$ cat config.mk
export PLATFORM = sky130hd
export DESIGN_NAME = cas_tape_player
export DESIGN_NICKNAME = d
export VERILOG_FILES = /design/src/rtl/cas_tape_player.sv
export SDC_FILE = /design/constraint.sdc
export NUM_CORES = 1
export LEC_CHECK = 0
export ABC_AREA = 1
export CORE_MARGIN = 2
export CORE_UTILIZATION = 40
export CTS_CLUSTER_DIAMETER = 200
export DETAILED_ROUTE_END_ITERATION = 8
export SYNTH_ARGS = -nofsm -noshare
export SYNTH_HDL_FRONTEND = slang
export SYNTH_SLANG_ARGS = --single-unit
$ cat constraint.sdc
create_clock -name clk -period 9.7 [get_ports clk]
set_input_delay 2.425 -clock clk [delete_from_list [all_inputs] [get_ports clk]]
set_output_delay 2.425 -clock clk [all_outputs]
set_load 0.1 [all_outputs]
$ cat src/rtl/cas_tape_player.sv
// cas_tape_player: cassette playback engine. Streams a .CAS image out of
// memory one byte at a time and turns it into the FSK square wave expected
// on the cassette input (a 1 bit is one cycle at F1_HZ, a 0 bit is one cycle
// at F0_HZ, LSB first, no gaps). A one-byte prefetch hides memory latency.
//
// Ports:
//   clk, reset          system clock, synchronous active-high reset
//   motor               relay; 1 = tape runs, 0 = bit engine frozen mid-bit
//   rewind, load        level; either holds the transport at position 0
//   tape_len            image length in bytes
//   mem_addr/mem_rd     read address and one-cycle read strobe
//   mem_data/mem_ready  read data and its one-cycle valid strobe
//   cas_out             FSK bit stream
//   playing             motor on and tape neither idle nor at its end
//   eot                 every tape_len byte has been emitted
//   tape_pos            index of the byte currently being emitted
module cas_tape_player #(
  parameter int CLK_HZ = 57272000,
  parameter int F0_HZ  = 1200,
  parameter int F1_HZ  = 2400,
  parameter int ADDR_W = 25
) (
  input  logic              clk,
  input  logic              reset,
  input  logic              motor,
  input  logic              rewind,
  input  logic              load,
  input  logic [ADDR_W-1:0] tape_len,
  output logic [ADDR_W-1:0] mem_addr,
  output logic              mem_rd,
  input  logic [7:0]        mem_data,
  input  logic              mem_ready,
  output logic              cas_out,
  output logic              playing,
  output logic              eot,
  output logic [ADDR_W-1:0] tape_pos
);

  localparam int HALF0 = CLK_HZ / (2 * F0_HZ);
  localparam int HALF1 = CLK_HZ / (2 * F1_HZ);
  localparam int CW    = $clog2(HALF0 + 1);
  localparam logic [CW-1:0] H0M1 = CW'(HALF0 - 1);
  localparam logic [CW-1:0] H1M1 = CW'(HALF1 - 1);

  typedef enum logic [1:0] {S_IDLE, S_FILL, S_PLAY, S_END} state_t;
  state_t state, state_d;

  logic [ADDR_W-1:0] pos;
  logic [7:0]        cur, nxt;
  logic              nxt_vld;   // prefetch buffer holds byte pos+1
  logic              pend;      // one read in flight
  logic              active;    // bit engine running (0 = underrun stall)
  logic              phase;     // 1 = high half of current bit
  logic [2:0]        bit_idx;
  logic [CW-1:0]     cnt;

  logic              clr, rdy_ok, tick, half_end, bit_end, byte_end, last;
  logic [CW-1:0]     half_m1;
  logic [ADDR_W:0]   pos_p1, pos_p2, len_x;
  logic [7:0]        nxt_byte;
  logic              start, fill, adv, stall, resume;

  assign clr      = reset | rewind | load;
  assign rdy_ok   = mem_ready & pend;
  assign pos_p1   = {1'b0, pos} + {{ADDR_W{1'b0}}, 1'b1};
  assign pos_p2   = {1'b0, pos} + {{(ADDR_W-1){1'b0}}, 2'd2};
  assign len_x    = {1'b0, tape_len};
  // >= rather than == so a tape_len shrunk under a running tape still ends it
  assign last     = (pos_p1 >= len_x);
  assign tick     = (state == S_PLAY) & active & motor;
  assign half_m1  = cur[bit_idx] ? H1M1 : H0M1;
  assign half_end = tick & (cnt == half_m1);
  assign bit_end  = half_end & ~phase;
  assign byte_end = bit_end & (bit_idx == 3'd7);
  // a response landing exactly on the byte boundary is used directly
  assign nxt_byte = nxt_vld ? nxt : mem_data;

  assign cas_out  = (state == S_PLAY) & active & phase;
  assign eot      = (state == S_END);
  assign playing  = motor & ((state == S_FILL) | (state == S_PLAY));
  assign tape_pos = pos;

  always_ff @(posedge clk) begin
    if (reset) state <= S_IDLE;
    else       state <= state_d;
  end

  always_comb begin
    state_d = state;
    start   = 1'b0;
    fill    = 1'b0;
    adv     = 1'b0;
    stall   = 1'b0;
    resume  = 1'b0;
    if (clr) begin
      state_d = S_IDLE;
    end else begin
      unique case (state)
        S_IDLE: begin
          // a response still in flight from before the rewind is drained first
          if (!pend) begin
            if (tape_len == '0) state_d = S_END;
            else begin
              start   = 1'b1;
              state_d = S_FILL;
            end
          end
        end
        S_FILL: begin
          if (rdy_ok) begin
            fill    = 1'b1;
            state_d = S_PLAY;
          end
        end
        S_PLAY: begin
          if (byte_end) begin
            if (last)                   state_d = S_END;
            else if (nxt_vld || rdy_ok) adv     = 1'b1;
            else                        stall   = 1'b1;
          end else if (!active) begin
            if (last)        state_d = S_END;
            else if (rdy_ok) resume  = 1'b1;
          end
        end
        S_END: ;
        default: state_d = S_IDLE;
      endcase
    end
  end

  always_ff @(posedge clk) begin
    if (reset) begin
      pos      <= '0;
      cur      <= '0;
      nxt      <= '0;
      nxt_vld  <= 1'b0;
      pend     <= 1'b0;
      active   <= 1'b0;
      phase    <= 1'b0;
      bit_idx  <= '0;
      cnt      <= '0;
      mem_rd   <= 1'b0;
      mem_addr <= '0;
    end else begin
      mem_rd <= 1'b0;
      if (mem_ready) pend <= 1'b0;
      if (clr) begin
        pos     <= '0;
        nxt_vld <= 1'b0;
        active  <= 1'b0;
        phase   <= 1'b0;
        bit_idx <= '0;
        cnt     <= '0;
      end else begin
        if (start) begin
          mem_rd   <= 1'b1;
          mem_addr <= '0;
          pend     <= 1'b1;
        end
        if (fill) begin
          cur     <= mem_data;
          active  <= 1'b1;
          phase   <= 1'b1;
          cnt     <= '0;
          bit_idx <= '0;
          if (pos_p1 < len_x) begin
            mem_rd   <= 1'b1;
            mem_addr <= pos_p1[ADDR_W-1:0];
            pend     <= 1'b1;
          end
        end
        if (adv || resume) begin
          cur     <= adv ? nxt_byte : mem_data;
          pos     <= pos_p1[ADDR_W-1:0];
          nxt_vld <= 1'b0;
          active  <= 1'b1;
          phase   <= 1'b1;
          cnt     <= '0;
          bit_idx <= '0;
          if (pos_p2 < len_x) begin
            mem_rd   <= 1'b1;
            mem_addr <= pos_p2[ADDR_W-1:0];
            pend     <= 1'b1;
          end
        end else if (half_end) begin
          cnt <= '0;
          if (phase) phase <= 1'b0;
          else if (bit_idx != 3'd7) begin
            bit_idx <= bit_idx + 3'd1;
            phase   <= 1'b1;
          end else begin
            active  <= 1'b0;  // underrun stall or end of tape
          end
        end else if (tick) begin
          cnt <= cnt + 1'b1;
        end
        if (rdy_ok && (state == S_PLAY) && active && !byte_end) begin
          nxt     <= mem_data;
          nxt_vld <= 1'b1;
        end
      end
    end
  end

endmodule
==> results.md <==
Run status
* **status** finished clean

Clocking
* **clock tree root buffer cell** clkbuf_16
* **level count of the clock H-tree** 3
* **number of clock buffers inserted by TritonCTS** 9
* **post_cts resized** 0
* **TritonCTS clock tree** built
* **TritonCTS Sinks** 91
* **Reg clk slew, reported paths** 0.07 ns
* **maximum buffer depth of the clock tree** 2
* **cts hold-fix bufs** 0
* **clock latency of the later-clocked register in the worst-skew pair** 0.36 ns
* **setup repair bufs after CTS** 0

STA
* **Hold WS** 0.455 ns
* **setup repair after global routing missed its margin** false
* **final count of pins violating max slew** 0
* **Max Freq** 0.153 GHz
* **worst-case clock skew** 0.00759 ns
* **worst slew margin relative to its limit** 21.3%
* **share of the clock period used by the worst path after layout** 67.5%
* **Setup Total Neg Slack** 0 ns
* **hold violation count in the final report** 0
* **transition time of the tightest slew-check pin** 1.18 ns
* **final setup violation count** 0
* **minimum clock period after layout** 6.55 ns

Worst setup path
* **worst-path maximum fanout** 2
* **critical path endpoint category** output pin
* **CP Class** in -> out
* **Arr. time, crit path** 4.13 ns
* **crit path launch type** input pin
* **Crit path required time** 7.28 ns

Synthesis
* **proportion of synthesized chip area in sequential cells** 26.5%
* **area share of the leading cell type in the synthesized netlist** 26.5%
* **Syn. warnings** 0
* **Yosys reg bits** 91
* **count of mapped cells out of synthesis** 1072
* **number of nets in the synthesized netlist** 1172
* **biggest area contributors in the synthesized netlist** dfxtp_1 26%, nand2_1 18%, ha_1 11%, inv_1 7.0%, nand3_1 6.5%
* **cell accounting for the most synthesized area** dfxtp_1
* **average instance area after synthesis** 6.42 um^2
* **Netlist Area Pre-Place** 6880 um^2
* **post-synth cell types** 43

Floorplanning
* **Std-Cell Core Area** 16700 um^2
* **I/O Pins** 93
* **Die H** 135 um
* **Total Die Area** 18300 um^2
* **Cell Rows** 47
* **Die Width** 135 um
* **Initial Util** 41.2%

Global route
* **wire length of the first global-routing pass** 34000 um
* **initial antenna violation count** 0
* **final global-route overflow total** 0
* **gr usage total** 23.9%
* **vias in the first global route** 6543
* **pin count of the biggest net entering global routing** 48

Finish
* **final design instance area without fill** 8210 um^2
* **number of fill cells** 1757
* **non-filler instance count after layout** 1369
* **area growth from synthesis to layout** 19.2%
* **area occupied by multi-input gates** 4370 um^2
* **share of cells above drive strength 1** 4.35%
* **antenna diode count** 0
* **number of nets in the finished design** 1244
* **sequential cell area** 1820 um^2

Routing
* **remaining number of nets flagged by the antenna check after routing** 0
* **drt first-iter violations** 540
* **average via count per standard cell** 5.12
* **count of vias placed by the detailed router** 7003
* **DRT Wirelength** 21400 um
* **Initial DRT Pass Iterations** 5
* **# DRC** 0
* **wire length per cell after detailed routing** 15.6 um

Job
* **Max-Cap Viols** 0

Place
* **cell count after placement** 1353
* **placed cell area** 7910 um^2
* **post-detail-place hpwl** 16200 um
* **gp weighted congestion** 0.957
* **count of buffers inserted at the top-level ports** 92

Power
* **PnR Total Power** 0.806 mW
* **Worst VDD drop** 0.0789 mV
* **areal power density over the cells** 98.3 nW/um^2
* **total leakage power** 3.69 nW

Hold path
* **classification of the worst-slack hold path** reg -> reg

flip-flops by register name, summed over array words and instances, names as in the netlist:
name and flops:
active 1, bit_idx 3, cnt 15, cur 8
mem_addr 25, mem_rd 1, nxt 8, nxt_vld 1
pend 1, phase 1, state 2, tape_pos 25
synth_stat cells (all sizes together):
library cell and count:
a211oi 1, a21oi 66, a221oi 1, a22oi 1, a32oi 1, and2 1
buf 21, clkbuf 13, dfxtp 91, ha 61, inv 131, mux2 1
mux2i 1, nand2 346, nand3 91, nand3b 1, nand4 22, nor2 93
nor3 11, nor3b 1, nor4 7, o211ai 4, o21a 2, o21ai 53
o22ai 3, o31a 1, o31ai 1, or2 3, or3 1, xor2 42
logic make-up (layout without fill, tap and decap cells):
logic type	Yosys count	in the layout	synth area share, %
fa+ha+maj	61	61	11.1
simple gates	577	577	36.0
flops	91	91	26.5
buf+inv	165	242	10.0
xor+xnor	42	42	5.34
mux	2	2	0.309
compound gates	134	134	10.8
where the power goes:
part           switching (mW)  internal (mW)  leakage [nW]
Combinational          0.0350         0.0249          2.82
Sequential           0.000765          0.374         0.733
Clock                   0.169          0.203         0.140
critical path, stage by stage:
cell             delay [ns]
clkdlybuf4s50_1        0.48
nand2_1                0.05
inv_1                  0.04
clkdlybuf4s50_1        1.12
final cells by class:
type                       count  share of cell area [%]
tap                          220                    3.35
multi-input combinational    816                    53.3
clock inverter                 6                   0.869
sequential                    91                    22.2
inverter                     131                    5.99
timing repair buffer          95                    11.5
clock buffer                  10                    2.79
metal layers:
| metal | vias to the layer above | GRT usage [%] | wire length, um |
|---|---|---|---|
| met3 | 29 | 2.69 | 974 |
| li1 | 3600 | - | - |
| met4 | 0 | 8.10 | 394 |
| met1 | 3186 | 33.8 | 10400 |
| met5 | - | 0 | 0 |
| met2 | 188 | 37.8 | 9600 |
path summary, 6_finish.rpt:
| kind | slack [ns] | cells past startpoint | startpoint | to |
|---|---|---|---|---|
| worst max-delay path | 3.15 | 4 | motor | playing |
| worst min-delay path | 0.45 | 2 | nxt[3] | nxt[3] |
| worst max register to register | 4.07 | 24 | tape_pos[0] | cnt[4] |
| worst min register to register | 0.45 | 2 | nxt[3] | nxt[3] |
metrics by stage:
stage / worst slack (ns) / utilization (%)
2_1_floorplan: 4.23 / -
4_1_cts: 3.14 / 49.1
6_report: 3.15 / 49.1
5_1_grt: 3.09 / 49.1
3_3_place_gp: 3.15 / 47.3
3_5_place_dp: 3.15 / 47.3
cells in the final DEF (no fill, tap or decap), drive strengths merged, types with 2 or more instances in the layout:
cell type,netlist,layout
nor4,7,7
xor2,42,42
dfxtp,91,91
inv,131,133
buf,21,3
nand2,346,346
ha,61,61
a21oi,66,66
clkbuf,13,10
nand3,91,91
nor2,93,93
nand4,22,22
nor3,11,11
clkdlybuf4s50,0,92
o211ai,4,4
clkinvlp,0,2
or2,3,3
o21ai,53,53
o21a,2,2
o22ai,3,3
(Power assumes the default switching activity.)
